File: src/rtl/serial_add_ctrl.sv
// Bit-serial add/sub sequencer driving one external 1-bit full-adder cell, LSB first.
// Latency: start accepted at edge k, done=1 from edge k+WIDTH; minimum issue interval WIDTH+2.
// Backpressure: result held with done=1 until ack; start ignored unless ready=1 (IDLE).
// Optional: `define SERIAL_ADD_OVF_EN adds the signed-overflow output ovf.
module serial_add_ctrl #(
    parameter int WIDTH = 8
) (
    input  logic             clk,
    input  logic             rst_n,
    input  logic             start,
    input  logic             sub,
    input  logic [WIDTH-1:0] op_a,
    input  logic [WIDTH-1:0] op_b,
    output logic             ready,
    output logic             busy,
    output logic             fa_a,
    output logic             fa_b,
    output logic             fa_cin,
    input  logic             fa_sum,
    input  logic             fa_cout,
    output logic [WIDTH-1:0] result,
    output logic             carry_out,
    output logic             done,
    input  logic             ack
`ifdef SERIAL_ADD_OVF_EN
    ,
    output logic             ovf
`endif
);

    localparam int CW = (WIDTH > 1) ? $clog2(WIDTH) : 1;
    localparam logic [CW-1:0] LAST = CW'(WIDTH - 1);

    typedef enum logic [1:0] {
        IDLE = 2'd0,
        RUN  = 2'd1,
        DONE = 2'd2
    } state_t;

    state_t           state;
    state_t           state_nxt;
    logic [WIDTH-1:0] sh_a;
    logic [WIDTH-1:0] sh_b;
    logic             carry;
    logic [CW-1:0]    cnt;

    // State register; reset aborts any operation in flight.
    always_ff @(posedge clk) begin
        if (!rst_n) begin
            state <= IDLE;
        end else begin
            state <= state_nxt;
        end
    end

    // Next-state and handshake/adder-cell outputs; adder inputs come only from registers.
    always_comb begin
        state_nxt = state;
        ready     = 1'b0;
        busy      = 1'b0;
        done      = 1'b0;
        fa_a      = 1'b0;
        fa_b      = 1'b0;
        fa_cin    = 1'b0;
        case (state)
            IDLE: begin
                ready = 1'b1;
                if (start) begin
                    state_nxt = RUN;
                end
            end
            RUN: begin
                busy   = 1'b1;
                fa_a   = sh_a[0];
                fa_b   = sh_b[0];
                fa_cin = carry;
                if (cnt == LAST) begin
                    state_nxt = DONE;
                end
            end
            DONE: begin
                done = 1'b1;
                if (ack) begin
                    state_nxt = IDLE;
                end
            end
            default: state_nxt = IDLE;
        endcase
    end

    // Operand load at start, then one bit per clock; subtraction is A + ~B + 1.
    always_ff @(posedge clk) begin
        if (!rst_n) begin
            sh_a      <= '0;
            sh_b      <= '0;
            carry     <= 1'b0;
            cnt       <= '0;
            result    <= '0;
            carry_out <= 1'b0;
`ifdef SERIAL_ADD_OVF_EN
            ovf       <= 1'b0;
`endif
        end else begin
            case (state)
                IDLE: begin
                    if (start) begin
                        sh_a  <= op_a;
                        sh_b  <= sub ? ~op_b : op_b;
                        carry <= sub;
                        cnt   <= '0;
`ifdef SERIAL_ADD_OVF_EN
                        ovf   <= 1'b0;
`endif
                    end
                end
                RUN: begin
                    result <= {fa_sum, result[WIDTH-1:1]};
                    carry  <= fa_cout;
                    sh_a   <= {1'b0, sh_a[WIDTH-1:1]};
                    sh_b   <= {1'b0, sh_b[WIDTH-1:1]};
                    cnt    <= cnt + CW'(1);
                    if (cnt == LAST) begin
                        carry_out <= fa_cout;
`ifdef SERIAL_ADD_OVF_EN
                        // MSB carry-in differs from carry-out: signed overflow.
                        ovf       <= fa_cin ^ fa_cout;
`endif
                    end
                end
                default: ;
            endcase
        end
    end

endmodule

File: config.mk
export PLATFORM = sky130hd
export DESIGN_NAME = serial_add_ctrl
export DESIGN_NICKNAME = d
export VERILOG_FILES = /design/src/rtl/serial_add_ctrl.sv
export SDC_FILE = /design/constraint.sdc
export NUM_CORES = 1
export LEC_CHECK = 0
export ABC_AREA = 1
export CORE_AREA = 2 2 62 64
export CTS_BUF_LIST = sky130_fd_sc_hd__clkbuf_4
export DETAILED_ROUTE_END_ITERATION = 8
export DIE_AREA = 0 0 64 66
export GPL_TIMING_DRIVEN = 0
export PLACE_DENSITY = 0.82
export SLEW_MARGIN = 10
export SYNTH_ARGS = -nofsm -noshare
export SYNTH_HDL_FRONTEND = slang
export SYNTH_SLANG_ARGS = --single-unit
File: constraint.sdc
create_clock -name clk -period 2 [get_ports clk]
set_clock_uncertainty 0.2 [all_clocks]
set_input_delay 0.4 -clock clk [delete_from_list [all_inputs] [get_ports clk]]
set_output_delay 0.4 -clock clk [all_outputs]
set_load 0.05 [all_outputs]
* Yosys cells after proc, flatten, opt, wreduce, memory -nomap -nowiden
Cells that the tools add are included.
** Cells by class
- Muxes and demuxes :: 19
- Reduce and logical (&&, ||, !) cells :: 5
- Bitwise logic cells :: 1
- Eq/ne operators :: 6
- Add/subtract/negate cells :: 1
** Operators by type and width (count)
- 8-bit one-hot mux with 2 select lines :: 2
- 8-bit two-way mux :: 3
- 8-bit NOT :: 1
- 1-bit two-way mux :: 7
- 2-bit two-way mux :: 3
- 2-bit inequality test, second input constant :: 3
- 2-bit one-hot mux with 3 select lines :: 1
- 3-bit one-hot mux with 2 select lines :: 1
- 2-bit AND reduction :: 2
- 3-bit by 1-bit adder with 3-bit output, second input constant :: 1
- 3-bit equality test, second input constant :: 1
- 3-bit two-way mux :: 1
- 3-bit AND reduction :: 1
- 2-bit by 1-bit equality test with 1-bit output, second input constant :: 1
- 2-bit equality test, second input constant :: 1
- 2-bit logical NOT :: 1
- 1-bit one-hot mux with 2 select lines :: 1
- 2-bit nonzero test :: 1
** Storage, ports and cells
- Input bits :: 23
- Output and inout port bits :: 15
- Register bits after elaboration :: 31
- Logic and storage cells :: 39

* Depth between registers and ports, before layout
Gate-level depths: netlist (run 1).
- Word-level depth :: 4
- Depth in mapped cells :: 8
- Depth with buffers taken out :: 7

* Worst setup path before layout (run 1)
No wires, ideal clock.
- Path kind :: register to output
- Start point :: reg state[0]
- End point :: out fa_a
- Arrival time :: 1.267 ns
- Stages on the path, launching flop included :: 4
- Required time :: 1.400 ns
- Slack :: 0.133 ns
- Path buffers :: 1
- Path through :: dfxtp_1 nand2_2 buf_2 nor2_1
** Between the ends
- Word-level cells in the longest chain between the ends :: 2
** RTL lines
- start, declared :: line 40 : state_t state;
- start signal, assigned :: line 52 : state <= state_nxt;
- 2-bit by 1-bit equality test with 1-bit output :: line 65 : case (state)
- 1-bit two-way mux :: line 65
- end, declared :: line 16 : output logic fa_a,
Every way passes these cells.

* Worst setup path in the final report (run 1)
- Start point :: reg state[1]
- End point :: out busy
** Between the ends
- Word-level cells in the longest chain between the ends :: 2
** RTL lines
- 2-bit by 1-bit equality test with 1-bit output :: line 65
- 1-bit two-way mux :: line 65
- end, declared :: line 15 : output logic busy,
Every way passes these cells.

==> impl_metrics.ini, run 1 <==
[status]
status = finished, final reports clean

[clocking]
cts.sinks = 31
cts_buffers = 5
clock_path_buffers = 2
holdBufCountCts = 0
htreeDepth = 2
clock_latency_ps = 330
cts-root-buf = clkbuf_4
clk_pin_slew_worst_paths_ps = 90
cts_tree = yes

[yosys]
synth_area_leaders = dfxtp_1 41%, nand2_1 16%, nand3_1 12%
synth.top_cell.area_share = 0.410
synth_seq_cells = 31
synth_xor_area_frac = 0.00579
synthFlopType = dfxtp_1
seq_area_frac_synth = 0.410
yosysMostFrequentCell = nand2_1
synth_edf_count = 0
synthMuxAreaShare = 0
yosysTopAreaCell = dfxtp_1
synth_compound_gate_area_share = 0.0579
synthAdderAreaFrac = 0.0165
synth_simple_gate_area_frac = 0.389
yosys_warnings = 0
synth_common_cells = 63 x nand2_1, 39 x nor2_1, 35 x nand3_1, 31 x dfxtp_1, 26 x inv_1
synth_cell_types = 17
postSynth.asyncResetShare = 0
synth_cells = 233
avgSynthCellArea_sq_um = 6.50
synth_area_sq_um = 1510
synth_fp_nets = 258
synth_top_family_by_area = simple AND/OR/NAND/NOR gates

[routing]
vias = 1498
wl_per_cell_um = 10.3
ant_nets = 0
drc_errors = 0
via_per_inst = 4.61
routed_wirelength_um = 3340
drt_iter0_drc = 102
first_pass_iters = 4

[die]
rows = 22
die_w_um = 64
core_area_sq_um = 3550
die_area_sq_um = 4220
initial_core_util = 0.426
io_pins = 38
die_height_um = 66

[layout]
drive_above_1_share = 0.119
diodes = 0
final_area_sq_um = 2000
multiInputGateArea_sq_um = 721
area_growth_pct = 32.1
nFillCells = 339
seqCellArea_sq_um = 623
fin_nets = 301
post-route-util = 0.563

[timing]
min_period_ps = 1940
finalCritPeriodShare = 0.972
hold_slack_ps = 262
maxSlewViolCount = 0
rsz0062_at_grt = true
slew_headroom = 0.664
tns_ps = 0
tightestPinTransition_ps = 504
hold_violations = 0
fmax_mhz = 515
finalSetupViolCount = 0

[min_path]
min_from = cnt[0]
hold_path.class = reg -> reg

[global_route]
grt_usage = 0.168
grt_pass1_vias = 1234
grt_max_degree = 11
overflow = 0
grt_pass1_wl_um = 5340
antenna_found_initial = 0

[placement]
post-dp-hpwl_um = 2360
gp_congestion = 0.756
portBuffers = 36
placed_cell_area_sq_um = 1930

[critical_path]
reg2reg_from = state[1]
critPathLaunchType = flop
critPathMaxFanout = 10
cp_cell_sequence = inv_2 > nand2_2 > inv_2 > buf_6 > buf_8 > buf_8
slowest_delay_ps = 350
slowest_stage = dfxtp_2
startpoint = state[1]
arrival_ps = 1340
end_kind = output port
crit_required_ps = 1400
worstSetupPathType = reg -> out

[pwr]
ir_drop_v = 0.000314
power_leakage_nw = 1.01
p_per_area_nw_per_um2 = 687

[flow_run]
max_cap_viol_count = 0
==> repair_timing <==
item / 4_1_cts / 5_1_grt
resized for setup: 43 / 11
setup buffers: 0 / 0
pin swaps: 0 / 0
setup endpoints to repair: 15 / 6
==> flip-flops by register name, summed over array words and instances (netlist names) <==
signal     flops
sh_b           8
state          2
cnt            3
sh_a           8
carry          1
carry_out      1
result         8
==> placed cells by master, fill, tap and decap left out, drive strengths merged <==
cell | synthesis | layout
clkbuf | 2 | 8
ha | 2 | 2
o21ai | 9 | 9
dfxtp | 31 | 31
clkdlybuf4s50 | 0 | 21
nor2 | 41 | 41
xor2 | 1 | 1
buf | 10 | 15
clkdlybuf4s15 | 0 | 1
nand3 | 35 | 35
inv | 28 | 28
a21oi | 7 | 7
nand2 | 66 | 66
dlygate4sd2 | 0 | 9
clkinv | 0 | 2
o21a | 1 | 1
==> worst max-delay path, delay by kind of cell (launching register included) <==
family	cells	cell delay [ps]
AND/OR/NAND/NOR	1	80
buffers and inverters	5	580
flip-flops	1	350
==> cell families after synthesis <==
family,after synthesis
flip-flops,31
AO/OA/AOI/OAI,17
AND/OR/NAND/NOR,142
XOR/XNOR,1
adder cells (fa/ha/maj),2
buffers and inverters,40
==> final timing paths <==
kind | end | slack [ps] | cells past startpoint
hold reg to reg | cnt[0] | 260 | 1
setup reg to reg | carry_out | 660 | 7
setup / recovery | busy | 60 | 6
hold / removal | cnt[0] | 260 | 1
==> per-layer routing <==
| metal | share of wire | up-vias | track usage |
|---|---|---|---|
| met3 | 0.047 | 7 | 0.0494 |
| met2 | 0.46 | 31 | 0.277 |
| met5 | 0 | - | 0 |
| met4 | 0.022 | 0 | 0.0897 |
| met1 | 0.47 | 657 | 0.195 |
| li1 | - | 803 | - |
==> report_power, final <==
group / switching [mW] / internal (mW) / leakage, nW
sequential: 0.0250 / 0.660 / 0.255
combinational: 0.204 / 0.132 / 0.729
clock: 0.210 / 0.143 / 0.0307
total: 0.439 / 0.935 / 1.01
==> through the flow <==
step | setup WS, ps | cells | power [mW]
2_1_floorplan | 133 | 233 | 0.918
3_3_place_gp | -215 | 317 | 1.03
3_5_place_dp | -232 | 317 | 1.04
4_1_cts | -7.75 | 325 | 1.37
5_1_grt | -25.0 | 325 | 1.44
6_report | 56.8 | 325 | 1.37
==> final cells by class <==
class,instances,share of cell area
inverters,28,0.0526
clock buffers,6,0.0225
repair buffers,36,0.177
plain buffers,12,0.0419
flip-flops and latches,31,0.312
well taps,48,0.0300
clock inverters,2,0.00375
multi-input cells,162,0.360
(Power assumes the default switching activity.)
==> run 2, diff against run 1 <==
CORE_AREA = 2 2 45 88   (was 2 2 62 64)
DIE_AREA = 0 0 47 90   (was 0 0 64 66)
SLEW_MARGIN = 40   (was 10)
clock period = 2.35 ns   (was 2 ns; I/O delays follow)
==> run 2 against run 1 <==
  * Flip-flop and latch count unchanged
  * Final area decreased by 1.3%
  * Sequential share of layout area increased by 0.29 points
  * Register-to-register slack improved by 270 ps
  * Power decreased by 14%
  * Routed wire length increased by 0.36%
  * First-iteration DRC count decreased by 72%
==> impl_metrics.ini, run 2 (synthesized netlist as in run 1, its figures left out) <==
[layout]
final_area_sq_um = 1970
fin_nets = 301
diodes = 0
stdcell_count = 326
drive_above_1_share = 0.108
final_common_cell = nand2_1
final_cell_mix = 63 x nand2_1, 39 x nor2_1, 35 x nand3_1
reg_top3 = result (8), sh_a (8), sh_b (8)
area_growth_pct = 30.3

[timing]
slew_headroom = 0.662
rsz0062_at_grt = false
hold_slack_ps = 270
maxSlewViolCount = 0
tns_ps = 0
tightestPinTransition_ps = 507
min_period_ps = 2220
hold_violations = 0
fmax_mhz = 450
finalSetupViolCount = 0
finalCritPeriodShare = 0.945

[flow_run]
max_cap_viol_count = 0

[global_route]
met1_usage = 0.166
overflow = 0
antenna_found_initial = 0
grt_pass1_wl_um = 5750
grt_usage = 0.184
grt_util_met3 = 0.0361
grt_max_degree = 11
grt_pass1_vias = 1455
grt.busiest_layer = met2
grt_use_met2 = 0.337

[min_path]
hold_depth = 1
hold_path.class = reg -> reg

[status]
status = finished, final reports clean

[pwr]
power_mw = 1.19
ir_drop_v = 0.000322
power_leakage_nw = 0.978
p_per_area_nw_per_um2 = 602

[critical_path]
slowest_delay_ps = 410
worst_path_most_repeated_cell = buf_6
crit_required_ps = 1680
arrival_ps = 1550
slowest_stage = dfxtp_1
rrSetupSlack_ps = 930
path_buf_inv = 4
worstSetupPathType = reg -> out
crit_cells = 5
end_kind = output port
critPathMaxFanout = 10
cp_cell_sequence = nand2_2 > inv_2 > buf_6 > buf_6 > clkdlybuf4s15_2
critPathLaunchType = flop
cpLargestDelayFamily = buffers and inverters
ff2ff_path_depth = 5

[clocking]
cts_tree = yes
htreeDepth = 2
cts-root-buf = clkbuf_4
clk_pin_slew_worst_paths_ps = 100
post_cts_buffers = 0
clock_latency_ps = 340
holdBufCountCts = 0
cts_buffers = 5
cts.sinks = 31
clock_path_buffers = 2
cts_resized = 8

[routing]
drc_errors = 0
ant_nets = 0
first_pass_iters = 4
via_per_inst = 4.69
routed_wirelength_um = 3360
wl_per_cell_um = 10.3
drt_iter0_drc = 29
vias = 1529

[die]
rows = 31
die_w_um = 47
die_area_sq_um = 4230
core_area_sq_um = 3570
initial_core_util = 0.424
io_pins = 38
die_height_um = 90

[placement]
portBuffers = 36
placedCellCount = 318
placed_cell_area_sq_um = 1940
post-dp-hpwl_um = 2580
gp_congestion = 0.765
run 2: cell types whose count changed in the layout (fill, tap and decap cells not counted), sizes merged:
cell	change
buf	-5
clkbuf	+5
clkdlybuf4s50	+9
clkinv	-1
dlygate4sd2	-8
run 2: area by class of cell:
type | instances | area, sq um
fillers | 349 | 1600
multi-input cells | 162 | 711
flip-flops and latches | 31 | 621
repair buffers | 36 | 340
inverters | 28 | 105
plain buffers | 12 | 77.6
well taps | 49 | 61.3
clock buffers | 7 | 52.6
clock inverters | 1 | 5.00
run 2: layer usage:
metal  routed length, um  vias up
met5                   0        -
met4                 111        0
met3                 122        8
met2                1900       36
met1                1220      679
li1                    -      806
run 2: worst paths after layout:
path | from | endpoint
max | state[0] | busy
min | cnt[0] | cnt[0]
max reg2reg | state[0] | sh_b[3]
min reg2reg | cnt[0] | cnt[0]
run 2: worst reg2reg max path, delay by kind of cell (launching register included):
kind             cells  cell delay, ps
AND/OR/NAND/NOR      5             800
flip-flops           1             360
run 2: through the flow:
stage                     setup slack (ps)  utilization
after global placement                69.1        0.542
after global routing                  57.2        0.553
after detailed placement              59.7        0.542
after floorplan                        413            -
after CTS                             4.76        0.557
final                                  129        0.553
run 2: report_power, final:
part | switching [mW] | total, mW | internal, mW
Sequential | 0.0209 | 0.582 | 0.561
Combinational | 0.171 | 0.285 | 0.113
Clock | 0.181 | 0.320 | 0.139
Total | 0.373 | 1.19 | 0.814
